<file path="config.mk">
export PLATFORM = sky130hd
export DESIGN_NAME = adc_conv_scheduler
export DESIGN_NICKNAME = d
export VERILOG_FILES = /design/src/rtl/adc_sched_pkg.sv /design/src/rtl/adc_rr_arbiter.sv /design/src/rtl/adc_conv_scheduler.sv
export SDC_FILE = /design/constraint.sdc
export NUM_CORES = 1
export LEC_CHECK = 0
export ABC_AREA = 1
export CAP_MARGIN = 15
export CORE_UTILIZATION = 43
export DETAILED_ROUTE_END_ITERATION = 10
export PLACE_DENSITY = 0.81
export SETUP_SLACK_MARGIN = 0.1
export SLEW_MARGIN = 0
export SYNTH_ARGS = -nofsm -noshare
export SYNTH_HDL_FRONTEND = slang
export SYNTH_SLANG_ARGS = --single-unit
export TNS_END_PERCENT = 5
</file>
<file path="constraint.sdc">
create_clock -name clk -period 1.8 [get_ports clk]
set_input_delay 0.27 -clock clk [delete_from_list [all_inputs] [get_ports clk]]
set_output_delay 0.27 -clock clk [all_outputs]
set_load 0.02 [all_outputs]
</file>
<file path="src/rtl/adc_sched_pkg.sv">
`default_nettype none
// ============================================================================
//  Module      : adc_sched_pkg
//  Description : Shared definitions for the ADC conversion scheduler.
//                - 3-bit scheduler state encoding
//                - configuration / result word widths
//                - result word reported when a conversion times out
//  Revision    : 1.0  initial release
// ============================================================================
package adc_sched_pkg;

    localparam logic [2:0]  c_IDLE           = 3'd0;
    localparam logic [2:0]  c_ARB            = 3'd1;
    localparam logic [2:0]  c_SETTLE         = 3'd2;
    localparam logic [2:0]  c_CONVERT        = 3'd3;
    localparam logic [2:0]  c_DONE           = 3'd4;

    localparam int          c_CFG_W          = 16;
    localparam int          c_RESULT_W       = 16;
    localparam logic [15:0] c_TIMEOUT_RESULT = 16'hFFFF;

endpackage
`default_nettype wire

</file>
<file path="src/rtl/adc_rr_arbiter.sv">
`default_nettype none
// ============================================================================
//  Module      : adc_rr_arbiter
//  Description : Combinational round-robin pick. Returns the first requesting
//                index at or after the pointer, wrapping to index 0.
//  Ports       : i_req       - request vector
//                i_rr_ptr    - index with highest priority this round
//                o_grant     - one-hot winner (zero when no request)
//                o_grant_idx - binary index of the winner
//  Revision    : 1.0  initial release
// ============================================================================
module adc_rr_arbiter
    import adc_sched_pkg::*;
#(
    parameter int NUM_REQ = 4,
    parameter int PTR_W   = $clog2(NUM_REQ)
) (
    input  logic [NUM_REQ-1:0] i_req,
    input  logic [PTR_W-1:0]   i_rr_ptr,
    output logic [NUM_REQ-1:0] o_grant,
    output logic [PTR_W-1:0]   o_grant_idx
);

    logic [NUM_REQ-1:0] w_upper_mask;
    logic [NUM_REQ-1:0] w_upper_req;
    logic [NUM_REQ-1:0] w_src;

    always_comb begin
        // Bits at or above the pointer win first; if none request, fall back
        // to the full vector, which realises the wrap-around.
        w_upper_mask = ~((NUM_REQ'(1) << i_rr_ptr) - NUM_REQ'(1));
        w_upper_req  = i_req & w_upper_mask;
        w_src        = (|w_upper_req) ? w_upper_req : i_req;
        // Isolate the lowest set bit.
        o_grant      = w_src & (~w_src + NUM_REQ'(1));
        o_grant_idx  = '0;
        for (int i = 0; i < NUM_REQ; i++) begin
            if (o_grant[i]) begin
                o_grant_idx = PTR_W'(i);
            end
        end
    end

endmodule
`default_nettype wire

</file>
<file path="src/rtl/adc_conv_scheduler.sv">
`default_nettype none
// ============================================================================
//  Module      : adc_conv_scheduler
//  Description : Shares one SAR-ADC core between NUM_REQ requesters. Holds the
//                core in reset while idle, arbitrates round-robin, applies the
//                winner's config during a settle window, releases the core,
//                waits for the synchronised finish strobe (or a timeout) and
//                returns the result with a one-cycle done pulse.
//  Ports       : clk, rst          - clock, synchronous active-high reset
//                req_in            - level requests, one per requester
//                req_cfg_in        - 16-bit config word per requester
//                grant_out         - one-hot grant, held ARB..DONE
//                busy_out          - high outside IDLE
//                adc_rst_n_out     - core reset, released only in CONVERT
//                adc_config_1_out  - core config word 1
//                adc_config_2_out  - core config word 2 (tied to zero)
//                adc_fin_in        - core finish strobe (foreign domain)
//                adc_result_in     - core result
//                result_out        - captured result, valid with done_out
//                done_out          - one-cycle pulse to the granted requester
//                err_out           - one-cycle pulse with done on timeout
//  Revision    : 1.0  initial release
// ============================================================================
module adc_conv_scheduler
    import adc_sched_pkg::*;
#(
    parameter int NUM_REQ        = 4,
    parameter int SETTLE_CYCLES  = 8,
    parameter int TIMEOUT_CYCLES = 4096
) (
    input  logic                         clk,
    input  logic                         rst,
    input  logic [NUM_REQ-1:0]           req_in,
    input  logic [c_CFG_W*NUM_REQ-1:0]   req_cfg_in,
    output logic [NUM_REQ-1:0]           grant_out,
    output logic                         busy_out,
    output logic                         adc_rst_n_out,
    output logic [c_CFG_W-1:0]           adc_config_1_out,
    output logic [c_CFG_W-1:0]           adc_config_2_out,
    input  logic                         adc_fin_in,
    input  logic [c_RESULT_W-1:0]        adc_result_in,
    output logic [c_RESULT_W-1:0]        result_out,
    output logic [NUM_REQ-1:0]           done_out,
    output logic                         err_out
);

    localparam int c_PTR_W = $clog2(NUM_REQ);

    logic [2:0]            r_state;
    logic [2:0]            w_state_nxt;
    logic [15:0]           r_cnt;
    logic [c_PTR_W-1:0]    r_rr_ptr;
    logic [NUM_REQ-1:0]    r_grant;
    logic [c_PTR_W-1:0]    r_grant_idx;
    logic [c_CFG_W-1:0]    r_cfg;
    logic [c_RESULT_W-1:0] r_result;
    logic                  r_err;
    logic                  r_fin_s1;
    logic                  r_fin_s2;
    logic                  r_fin_prev;

    logic [NUM_REQ-1:0]    w_pick;
    logic [c_PTR_W-1:0]    w_pick_idx;
    logic [c_CFG_W-1:0]    w_pick_cfg;
    logic                  w_any_req;
    logic                  w_settle_last;
    logic                  w_timeout;
    logic                  w_fin_rise;

    adc_rr_arbiter #(
        .NUM_REQ (NUM_REQ),
        .PTR_W   (c_PTR_W)
    ) u_arbiter (
        .i_req       (req_in),
        .i_rr_ptr    (r_rr_ptr),
        .o_grant     (w_pick),
        .o_grant_idx (w_pick_idx)
    );

    always_comb begin
        w_pick_cfg = '0;
        for (int i = 0; i < NUM_REQ; i++) begin
            if (w_pick[i]) begin
                w_pick_cfg = req_cfg_in[i*c_CFG_W +: c_CFG_W];
            end
        end
    end

    assign w_any_req     = |req_in;
    assign w_settle_last = (r_cnt == 16'(SETTLE_CYCLES - 1));
    assign w_timeout     = (r_cnt == 16'(TIMEOUT_CYCLES - 1));
    assign w_fin_rise    = r_fin_s2 & ~r_fin_prev;

    // Next-state logic
    always_comb begin
        w_state_nxt = r_state;
        case (r_state)
            c_IDLE:    if (w_any_req) w_state_nxt = c_ARB;
            c_ARB:     w_state_nxt = w_any_req ? c_SETTLE : c_IDLE;
            c_SETTLE:  if (w_settle_last) w_state_nxt = c_CONVERT;
            c_CONVERT: if (w_fin_rise || w_timeout) w_state_nxt = c_DONE;
            c_DONE:    w_state_nxt = c_IDLE;
            default:   w_state_nxt = c_IDLE;
        endcase
    end

    // State register and datapath
    always_ff @(posedge clk) begin
        if (rst) begin
            r_state     <= c_IDLE;
            r_cnt       <= '0;
            r_rr_ptr    <= '0;
            r_grant     <= '0;
            r_grant_idx <= '0;
            r_cfg       <= '0;
            r_result    <= '0;
            r_err       <= 1'b0;
            r_fin_s1    <= 1'b0;
            r_fin_s2    <= 1'b0;
            r_fin_prev  <= 1'b0;
        end else begin
            r_state  <= w_state_nxt;
            r_fin_s1 <= adc_fin_in;
            r_fin_s2 <= r_fin_s1;
            // Forcing history high while the core is in reset means a fin
            // level that is already high on entry to CONVERT is not an edge.
            r_fin_prev <= (r_state == c_SETTLE) ? 1'b1 : r_fin_s2;

            case (r_state)
                c_ARB: begin
                    r_cnt <= '0;
                    if (w_any_req) begin
                        r_grant     <= w_pick;
                        r_grant_idx <= w_pick_idx;
                        r_cfg       <= w_pick_cfg;
                    end
                end
                c_SETTLE: begin
                    r_cnt <= w_settle_last ? '0 : r_cnt + 16'd1;
                end
                c_CONVERT: begin
                    r_cnt <= r_cnt + 16'd1;
                    // A real edge takes precedence over a coincident timeout.
                    if (w_fin_rise) begin
                        r_result <= adc_result_in;
                        r_err    <= 1'b0;
                    end else if (w_timeout) begin
                        r_result <= c_TIMEOUT_RESULT;
                        r_err    <= 1'b1;
                    end
                end
                c_DONE: begin
                    r_grant  <= '0;
                    r_err    <= 1'b0;
                    r_rr_ptr <= (r_grant_idx == c_PTR_W'(NUM_REQ - 1)) ?
                                '0 : r_grant_idx + 1'b1;
                end
                default: ;
            endcase
        end
    end

    assign grant_out        = r_grant;
    assign busy_out         = (r_state != c_IDLE);
    assign adc_rst_n_out    = (r_state == c_CONVERT);
    assign adc_config_1_out = r_cfg;
    assign adc_config_2_out = '0;
    assign result_out       = r_result;
    assign done_out         = (r_state == c_DONE) ? r_grant : '0;
    assign err_out          = (r_state == c_DONE) & r_err;

endmodule
`default_nettype wire

</file>
==> impl_metrics.tcl <==
set metrics [dict create \
    grt_pass1_wl_um 16300 \
    clkLatencyLatePin_ps 340 \
    async_flop_share_pct 0 \
    fp-row-count 32 \
    start_util_pct 44.7 \
    drt_iter0_markers 176 \
    crit_cells 6 \
    synthSimpleGateAreaFrac_pct 37.4 \
    clk_path_buf_depth 2 \
    drv_slew 0 \
    ys_types 38 \
    synth_top_family_by_area "simple AND/OR/NAND/NOR gates" \
    hold_path_class "flip-flop to flip-flop" \
    holdBufCountCts 0 \
    wl_per_cell_um 12.7 \
    yosys_warnings 0 \
    dp_hpwl_um 7610 \
    grt_start_max_net_pins 28 \
    grt_setup_unrepaired "yes" \
    final_util_pct 67.6 \
    clockPowerShare_pct 28.6 \
    place_ws_ps -164 \
    met1_usage_pct 27.0 \
    ir_worst_vdd_mv 0.471 \
    fillCellCount 648 \
    max_stage_delay_ps 350 \
    internal_power_mw 2.84 \
    crit_family "buffers and inverters" \
    clkTransAtPathRegs_ps 80 \
    setup_slack_ps 73.9 \
    root_buffer "clkbuf_8" \
    synthAdderAreaFrac_pct 0.721 \
    antenna_found_initial 0 \
    die_x_um 91.9 \
    grt_use_total_pct 24.0 \
    antenna_left 0 \
    power_frac_seq_pct 36.7 \
    core_area_mm2 0.00777 \
    finClkSkew_ps 10.0 \
    vias 3929 \
    grt_overflow 0 \
    drive_gt1_share_pct 12.4 \
    dieArea_mm2 0.00844 \
    synth.most_common_cell "nor2_1" \
    hold_violations 0 \
    p_comb_share_pct 34.7 \
    crit_required_ps 1530 \
    fmax_ghz 0.579 \
    synth-seq-cells 63 \
    seq_area_frac_synth_pct 36.3 \
    min_period_ps 1730 \
    status "finished clean" \
    placedInstanceArea_mm2 0.00503 \
    nNetsFinal 780 \
    synthMuxAreaShare_pct 0 \
    worstPathCellList "nor2_2 -> inv_1 -> nor2_2 -> inv_2 -> nor2_1 -> clkdlybuf4s15_2" \
    die_h_um 91.9 \
    port_buffers 129 \
    io_pins 146 \
    use_met2_pct 43.0 \
    drc_errors 0 \
    finalWirelength_um 10200 \
    netlist_area_mm2 0.00347 \
    whs_ps 428 \
    synthTopCellsByCount "nor2_1 (121), nand2_1 (102), inv_1 (65)" \
    vias_per_cell 4.92 \
    cp_max_fo 8 \
    report.final.setup_viol 0 \
    synth_compound_area_share_pct 9.44 \
    drv_cap 0 \
    grt_pass1_vias 3695 \
    syn_to_final_growth_pct 51.3 \
    clock-sinks 63 \
    layout.cells.non_filler 798 \
    htree_num_levels 3 \
    p_switching_mw 1.50 \
    synthXorXnorAreaFrac_pct 1.77 \
    p_total_mw 4.34 \
    synth_top_area_share_pct 36.3 \
    syn_area_per_cell_um2 6.44 \
    cts_tree "built" \
    numCtsBuffers 9 \
    p_leak_nw 2.27 \
    synth_edf_count 0 \
    synth_flop_cell "dfxtp_1" \
    power.density_mw_per_mm2 827 \
    worstSetupPathType "flip-flop to output port" \
    end_kind "output port" \
    crit_buf_inv 3 \
    p_sw_share_pct 34.6 \
    synthCells 539 \
    grt_use_met3_pct 6.05 \
    ff2ff_path_depth 9 \
    cp-start-kind "flip-flop" \
    final.setup.tns_ps 0 \
    synth_area_leaders "dfxtp_1 (36%), nor2_1 (13%), nand2_1 (11%)" \
    min_period_over_period_pct 95.9 \
    crit_top_cell "nor2_2" \
    stdcell_area_mm2 0.00525 \
    cpMaxStageDelayCell "dfxtp_1" \
    yosysTopAreaCell "dfxtp_1" \
    min_path_cells 2 \
    crit_arrival_ps 1460 \
    dp_cells 780 \
    drt_first_pass_iters 4 \
    grt-busiest-layer "met2" \
    gp_congestion 0.896 \
    num_antenna_cells 0 \
]
==> path summary, 6_finish.rpt <==
path | end | from | slack (ps)
worst max register to register | r_cnt[15] | r_state[0] | 90
worst min register to register | r_fin_s2 | r_fin_s1 | 430
worst min-delay path | r_fin_s2 | r_fin_s1 | 430
worst max-delay path | done_out[2] | r_state[0] | 70
==> layout by cell type, fill, tap and decap left out, types with 3 or more instances in the layout <==
master             n
clkbuf_8           9
a21oi_1           26
dfxtp_1           61
nor3_1             4
nand3_1           30
nor2_1           118
conb_1            16
o21ai_1            4
inv_2              8
buf_4             28
o21ai_0           18
nand2_2            5
inv_1             63
xor2_1             5
buf_2              3
a31oi_1            4
buf_12             6
nand4_1           24
nand2_1          100
clkdlybuf4s50_1  122
nor2_2             5
==> area by class of cell <==
class | instances | area [um^2] | share of cell area, %
repair buffers | 163 | 1600 | 30.5
flip-flops and latches | 63 | 1260 | 24.1
clock buffers | 9 | 124 | 2.36
multi-input cells | 383 | 1800 | 34.2
clock inverters | 7 | 72.6 | 1.38
well taps | 102 | 128 | 2.43
inverters | 71 | 267 | 5.07
==> power groups by stage <==
stage                     clock [mW]  combinational (mW)  sequential [mW]
after global placement             0                1.43             1.62
after CTS                       1.27                1.45             1.59
after detailed placement           0                1.46             1.62
after global routing            1.32                1.64             1.61
after floorplan                    0               0.744             1.69
final                           1.24                1.51             1.60
==> sequential cells by signal, summed over array words and instances, names as in the netlist <==
name              flops
adc_config_1_out     16
r_cnt                16
result_out           16
grant_out             4
r_state               3
r_grant_idx           2
r_rr_ptr              2
r_err                 1
r_fin_prev            1
r_fin_s1              1
r_fin_s2              1
==> kinds of logic after synthesis <==
family	after synthesis
AND/OR/NAND/NOR	298
buffers and inverters	108
flip-flops	63
AO/OA/AOI/OAI	60
XOR/XNOR	7
adder cells (fa/ha/maj)	2
other	1
==> repair_timing <==
| action | CTS | global route |
|---|---|---|
| setup endpoints to repair | 8 | 56 |
| resized for setup | 19 | 15 |
| pin swaps | 0 | 4 |
| endpoints found under the hold margin | 0 | 0 |
| setup buffers | 0 | 2 |
==> routing by layer <==
| layer | vias up | wire length (um) |
|---|---|---|
| li1 | 1977 | - |
| met1 | 1784 | 4110 |
| met2 | 146 | 5170 |
| met3 | 22 | 668 |
| met4 | 0 | 226 |
| met5 | - | 0 |
==> worst reg2reg max path: stages, from the launching register on <==
cell and delay (ps):
dfxtp_1 400, nor2_2 70, buf_4 140, nor2_4 190
nand2_2 100, nor2_1 160, nand3_1 110, nor3_1 230
xnor2_1 160, nor2_1 60
(Power assumes the default switching activity.)
